[src/rtl/mod12_pkg.sv]
// Shared types and constants for the MOD-12 rollover tracker.
package mod12_pkg;

  typedef enum logic [1:0] {
    S_INIT  = 2'd0,
    S_TRACK = 2'd1,
    S_FAULT = 2'd2
  } state_t;

  localparam int MOD12_LAST = 11;
  localparam logic [3:0] RST_TENS = 4'd1;
  localparam logic [3:0] RST_ONES = 4'd2;

endpackage

[src/rtl/mod12_disp_dec.sv]
// Combinational count to 12-hour BCD decoder; a count of 0 reads as 12.
module mod12_disp_dec
  import mod12_pkg::*;
#(
  parameter int CW = 4
) (
  input  logic [CW-1:0] cnt,
  output logic [3:0]    tens,
  output logic [3:0]    ones
);

  always_comb begin
    tens = 4'd0;
    ones = 4'd0;
    if (cnt == '0) begin
      tens = RST_TENS;
      ones = RST_ONES;
    end else if (cnt >= CW'(10)) begin
      tens = 4'd1;
      ones = 4'(cnt - CW'(10));
    end else begin
      ones = 4'(cnt);
    end
  end

endmodule

[src/rtl/mod12_rollover_tracker.sv]
// Monitor for a MOD-12 loadable counter: 12-hour display, AM/PM, wrap pulse and fault flags.
// Define MOD12_DAYCNT_EN to add the day_cnt output counting PM->AM rollovers.
//
// state   | meaning
// S_INIT  | first sample after reset, no sequence check
// S_TRACK | checking each transition, outputs live
// S_FAULT | fault latched, outputs frozen until rst
module mod12_rollover_tracker
  import mod12_pkg::*;
#(
  parameter int MOD  = MOD12_LAST + 1,
  parameter int CW   = 4,
  parameter int DAYW = 8
) (
  input  logic          clk,
  input  logic          rst,
  input  logic [CW-1:0] cnt,
  input  logic          ld,
  output logic [3:0]    disp_tens,
  output logic [3:0]    disp_ones,
  output logic          pm,
  output logic          wrap,
  output logic          valid,
  output logic          err_range,
  output logic          err_seq
`ifdef MOD12_DAYCNT_EN
  ,
  output logic [DAYW-1:0] day_cnt
`endif
);

  localparam logic [CW-1:0] LAST = CW'(MOD - 1);

  state_t        state_q, state_d;
  logic [CW-1:0] prev_q;
  logic          ld_q;
  logic [CW-1:0] succ;
  logic          out_of_range, seq_bad, wrap_ev, capture;
  logic [3:0]    dec_tens, dec_ones;

  mod12_disp_dec #(.CW(CW)) u_dec (
    .cnt  (cnt),
    .tens (dec_tens),
    .ones (dec_ones)
  );

  always_comb begin
    state_d      = state_q;
    out_of_range = (cnt > LAST);
    seq_bad      = 1'b0;
    wrap_ev      = 1'b0;
    capture      = 1'b0;
    succ         = (prev_q == LAST) ? '0 : prev_q + 1'b1;
    unique case (state_q)
      S_INIT: begin
        if (!out_of_range) begin
          capture = 1'b1;
          state_d = S_TRACK;
        end
      end
      S_TRACK: begin
        // a load accepts any in-range value; a load landing on 0 is not a wrap
        seq_bad = out_of_range || (!ld_q && (cnt != succ));
        if (!seq_bad) begin
          capture = 1'b1;
          wrap_ev = !ld_q && (prev_q == LAST);
        end
      end
      default: ;
    endcase
    if (out_of_range || seq_bad) state_d = S_FAULT;
  end

  always_ff @(posedge clk) begin
    if (rst) begin
      state_q   <= S_INIT;
      prev_q    <= '0;
      ld_q      <= 1'b0;
      disp_tens <= RST_TENS;
      disp_ones <= RST_ONES;
      pm        <= 1'b0;
      wrap      <= 1'b0;
      valid     <= 1'b0;
      err_range <= 1'b0;
      err_seq   <= 1'b0;
`ifdef MOD12_DAYCNT_EN
      day_cnt   <= '0;
`endif
    end else begin
      state_q <= state_d;
      ld_q    <= ld;
      valid   <= (state_d == S_TRACK);
      wrap    <= wrap_ev;
      if (out_of_range) err_range <= 1'b1;
      if (seq_bad)      err_seq   <= 1'b1;
      if (capture) begin
        prev_q    <= cnt;
        disp_tens <= dec_tens;
        disp_ones <= dec_ones;
      end
      if (wrap_ev) pm <= ~pm;
`ifdef MOD12_DAYCNT_EN
      if (wrap_ev && pm) day_cnt <= day_cnt + 1'b1;
`endif
    end
  end

endmodule

[config.mk]
export PLATFORM = sky130hd
export DESIGN_NAME = mod12_rollover_tracker
export DESIGN_NICKNAME = d
export VERILOG_FILES = /design/src/rtl/mod12_pkg.sv /design/src/rtl/mod12_disp_dec.sv /design/src/rtl/mod12_rollover_tracker.sv
export SDC_FILE = /design/constraint.sdc
export NUM_CORES = 1
export LEC_CHECK = 0
export CAP_MARGIN = 30
export CORE_UTILIZATION = 43
export DETAILED_ROUTE_END_ITERATION = 12
export PLACE_DENSITY = 0.69
export SLEW_MARGIN = 15
export SYNTH_ARGS = -nofsm -noshare
export SYNTH_HDL_FRONTEND = slang
export SYNTH_SLANG_ARGS = --single-unit
[constraint.sdc]
create_clock -name clk -period 5.2 [get_ports clk]
set_clock_uncertainty 0.05 [all_clocks]
set_input_delay 0.52 -clock clk [delete_from_list [all_inputs] [get_ports clk]]
set_output_delay 0.52 -clock clk [all_outputs]
set_load 0.005 [all_outputs]
; After elaboration in Yosys (flattened, before gate mapping)
; Cells that the tools add are included.
; Widths: inputs -> output; s select.
[totals]
reg_bits = 20
inputBits = 7
out_inout_bits = 13
[classes]
n_addsub = 2
n_lt_le_gt_ge = 2
eq_ne = 4
n_mux = 14
bitwise_logic = 1
n_reduce_logical = 7
[op_table]
columns = op, count
row1 = $mux 4, 4
row2 = $mux 1, 6
row3 = $mux 2, 3
row4 = $add 4x1->4 const B, 1
row5 = $eq 2x1->1 const B, 2
row6 = $eq 4x4->1 const B, 1
row7 = $ge 4x4->1 const B, 1
row8 = $gt 4x4->1 const B, 1
row9 = $logic_not 4->1, 1
row10 = $ne 4x4->1, 1
row11 = $sub 4x4->4 const B, 1
row12 = $logic_and 1x1->1, 2
row13 = $logic_not 2->1, 1
row14 = $logic_or 1x1->1, 2
row15 = $pmux 1 s2, 1
row16 = $logic_not 1->1, 1
row17 = $not 1->1, 1

; Logic depth before layout (Yosys ltp)
[logic_depth]
ltp_word = 9
depth_mapped = 7
ltp_nobuf = 6

; By module
; A second synthesis with hierarchy kept.
[hier_totals]
hier_cells = 123
hier_area_um2 = 1136.1
[by_module_without_submodules]
columns = module, instances, cells_per_inst, area_each_um2, seq_area_each_um2
row1 = mod12_rollover_tracker, 1, 106, 1021.0, 400.4
row2 = mod12_disp_dec, 1, 17, 115.1, 0.0

; Worst setup path before layout
; No wires, ideal clock.
[synth_timing]
path_kind = register to register
startpoint = register prev_q[0]
endpoint = register prev_q[2]
setup_time_ns = 0.072
arrival_time_ns = 1.744
slack_ns = 3.334
stages_incl_launch_ff = 8
path_buffers = 1
synth_period_minus_slack_ns = 1.866
path_cell_list = dfxtp_1 ha_1 and2_1 o21a_1 o32ai_2 a31o_1 buf_6 mux2i_1
[synth_via]
elab_chain_len = 7
word_cells_on_any_way = 8
[synth_lines]
columns = element, line
row1 = start: declaration, mod12_rollover_tracker.sv:35  ; logic [CW-1:0] prev_q;
row2 = start signal: assignment, mod12_rollover_tracker.sv:97  ; prev_q <= cnt;
row3 = $add 4x1->4 / $eq 4x4->1 (equally long branches), mod12_rollover_tracker.sv:53  ; succ = (prev_q == LAST) ? '0 : prev_q + 1'b1;
row4 = $mux 4 *, mod12_rollover_tracker.sv:53
row5 = $ne 4x4->1 *, mod12_rollover_tracker.sv:63  ; seq_bad = out_of_range || (!ld_q && (cnt != succ));
row6 = $logic_and 1x1->1 *, mod12_rollover_tracker.sv:63
row7 = $logic_or 1x1->1 *, mod12_rollover_tracker.sv:63
row8 = $mux 1 *, mod12_rollover_tracker.sv:64  ; if (!seq_bad) begin
row9 = $pmux 1 s2 *, mod12_rollover_tracker.sv:54  ; unique case (state_q)
; Mark *: on every way between the ends. The rest lies on a longest branch, timed or not.
; A chain may end at the register's enable or synchronous reset.

; Worst setup path in the final report
[layout_timing]
startpoint = input port cnt[2]
endpoint = register prev_q[2]
[layout_via]
elab_chain_len = 5
word_cells_on_any_way = 7
[layout_lines]
columns = element, line
row1 = start: declaration, mod12_rollover_tracker.sv:17  ; input logic [CW-1:0] cnt,
row2 = branches (longest 5 deep; another with $gt 4x4->1), -
; Parallel ways; which one is timed is not known.

==> results.py <==
metrics = {
    "status": {
        "status": "finished clean",
    },
    "placement": {
        "pre_cts_ws_ns": 2.486,
        "dp_hpwl_mm": 1.401,
        "placed_area_um2": 1109,
        "routabilityCongestion": 0.8354,
        "place.port_buffers": 16,
        "dp_cells": 148,
    },
    "yosys": {
        "yosysWarnings": 0,
        "synthTopCellsByArea": "dfxtp_1 35%, mux2i_1 9.4%, nand2_1 5.5%",
        "syn_area_um2": 959.7,
        "synth-seq-cells": 17,
        "synth_cells": 112,
        "synth_cell_types": 41,
        "seq_area_frac_synth_pct": 35.46,
        "yosys.area.top_type_share_pct": 35.46,
        "synth_area_leader_cell": "dfxtp_1",
        "avgSynthCellArea_um2": 8.568,
    },
    "grt": {
        "grt_pass1_wl_mm": 3.353,
        "grt_usage_pct": 17.28,
        "grt_overflow_total": 0,
        "grt_max_degree": 16,
        "grt_pass1_vias": 756,
        "grt_antenna_before_repair": 0,
    },
    "clocking": {
        "clkSinkCount": 17,
        "cts_tree": "built",
        "root_buffer": "clkbuf_4",
        "cts_setup_buffers": 0,
        "clk_latency_ns": 0.28,
        "cts_max_level": 1,
        "clk_path_buf_depth": 2,
        "cts_buffers": 3,
        "cts_hold_buf": 0,
        "cts_resized": 0,
        "cts.reportedPaths.clkPinSlew_ns": 0.09,
    },
    "layout": {
        "fin_util_pct": 56.13,
        "stdcell_area_um2": 1135,
        "area_growth_pct": 18.25,
        "mostFrequentLayoutCells": "17 x dfxtp_1, 16 x clkdlybuf4s50_1, 14 x nand2_1",
        "final_common_cell": "dfxtp_1",
        "layout-drive-gt1-share_pct": 6.400,
        "nNetsFinal": 135,
        "layoutNonFillerInstCount": 152,
        "antenna_cells": 0,
    },
    "timing": {
        "post-route-min-period_ns": 2.426,
        "fmax_mhz": 412.2,
        "setup_tns_ns": 0,
        "drv_slew": 0,
        "whs_ns": 0.4155,
        "fin_crit_sh_pct": 46.65,
        "finalHoldViolations": 0,
        "setup_viol": 0,
        "timing.final.ws_setup_ns": 2.774,
        "grt_setup_unrepaired": "no",
    },
    "routing": {
        "vias": 820,
        "routed_wl_mm": 1.908,
        "drtAntennaViolNets": 0,
        "drcViolationCount": 0,
        "routedWlPerCell_um": 12.55,
        "routed_via_density": 5.395,
        "drt_iter0_drc": 12,
        "drt-pass1-iter-count": 4,
    },
    "setup_path": {
        "slowest_stage": "clkdlybuf4s50_1",
        "cp_max_fo": 13,
        "cp.required_ns": 5.36,
        "cp.arrival_ns": 2.59,
        "path_cells": "clkdlybuf4s50_1 -> and2_1 -> a211oi_1 -> o32ai_2 -> a31o_1 -> mux2i_1",
        "r2r-start": "prev_q[0]$_SDFFE_PP0P_",
        "end_kind": "register",
        "max_stage_delay_ns": 0.75,
        "critical_path_class": "in -> reg",
        "cp-start-kind": "input port",
        "worst-r2r-setup-slack_ns": 3.10,
        "startpoint": "cnt[2]",
    },
    "hold_path": {
        "hp-class": "reg -> reg",
        "hp-start": "disp_ones[0]$_SDFFE_PP0P_",
    },
    "run": {
        "drv_cap": 0,
    },
    "floorplan": {
        "die_w_um": 49.24,
        "dieArea_um2": 2425,
        "io_pins": 20,
        "initial_utilization_pct": 47.46,
        "row_count": 16,
        "die_height_um": 49.24,
        "coreArea_um2": 2022,
    },
    "pwr": {
        "power_mw": 0.3070,
        "ir_drop_v": 0.0001475,
        "power_density_nw_per_um2": 270.5,
        "leakagePower_nw": 0.4454,
    },
}
-- flip-flops by register name, summed over array words and instances (netlist names) --
name	cells
disp_ones	4
disp_tens	1
err_range	1
err_seq	1
ld_q	1
pm	1
prev_q	4
state_q	2
valid	1
wrap	1
-- path summary, 6_finish.rpt --
| path | endpoint | cells after the start |
|---|---|---|
| worst max-delay path | prev_q[2]$_SDFFE_PP0P_ | 6 |
| worst min-delay path | disp_ones[0]$_SDFFE_PP0P_ | 2 |
| worst min register to register | disp_ones[0]$_SDFFE_PP0P_ | 2 |
| worst max register to register | prev_q[2]$_SDFFE_PP0P_ | 6 |
-- synthesized netlist by cell type (all sizes together) --
cell    instances
a21o            1
nor2b           2
dfxtp          17
xnor2           1
a21oi           8
nand4b          1
and4            1
nand2          14
o211ai          2
nand2b          1
nor2           10
inv             8
nand3b          1
o31a            1
mux2i           9
o41ai           1
and2            1
a31o            1
a31oi           1
o32ai           1
a211oi          3
a221oi          1
nor3b           1
nor3            1
nor4            2
o21ai           1
nand3           2
buf             5
conb            1
a211o           2
a41oi           1
or4             1
ha              2
o32a            1
clkbuf          4
o31ai           1
o21a            1
-- metal layers --
| layer | routed length [um] | GRT usage (%) |
|---|---|---|
| met1 | 968 | 23.06 |
| met2 | 865 | 28.54 |
| met3 | 65 | 2.492 |
| met4 | 10 | 4.902 |
| met5 | 0 | 0 |
-- critical path, delay by kind of cell --
kind,cells,cell delay [ns]
compound gates,3,0.89
buf+inv,1,0.75
mux,1,0.21
simple gates,1,0.22
-- cells by family after synthesis --
family	share of synthesized area, %
AO/OA/AOI/OAI	22.82
flip-flops	35.46
buffers and inverters	8.604
AND/OR/NAND/NOR	19.82
multiplexers	9.388
XOR/XNOR	0.9128
other	0.3908
adder cells (fa/ha/maj)	2.607
-- power breakdown --
group | switching [mW] | internal (mW)
registers | 0.0110 | 0.143
clock network | 0.0377 | 0.0297
logic | 0.0436 | 0.0424
total | 0.0923 | 0.215
-- area by class of cell --
| class | instances | area (um^2) |
|---|---|---|
| Multi-Input combinational cell | 80 | 544.3 |
| Sequential cell | 17 | 340.3 |
| Fill cell | 188 | 887.1 |
| Timing Repair Buffer | 16 | 160.2 |
| Tap cell | 27 | 33.78 |
| Clock buffer | 4 | 26.28 |
| Inverter | 8 | 30.03 |
(Power assumes the default switching activity.)
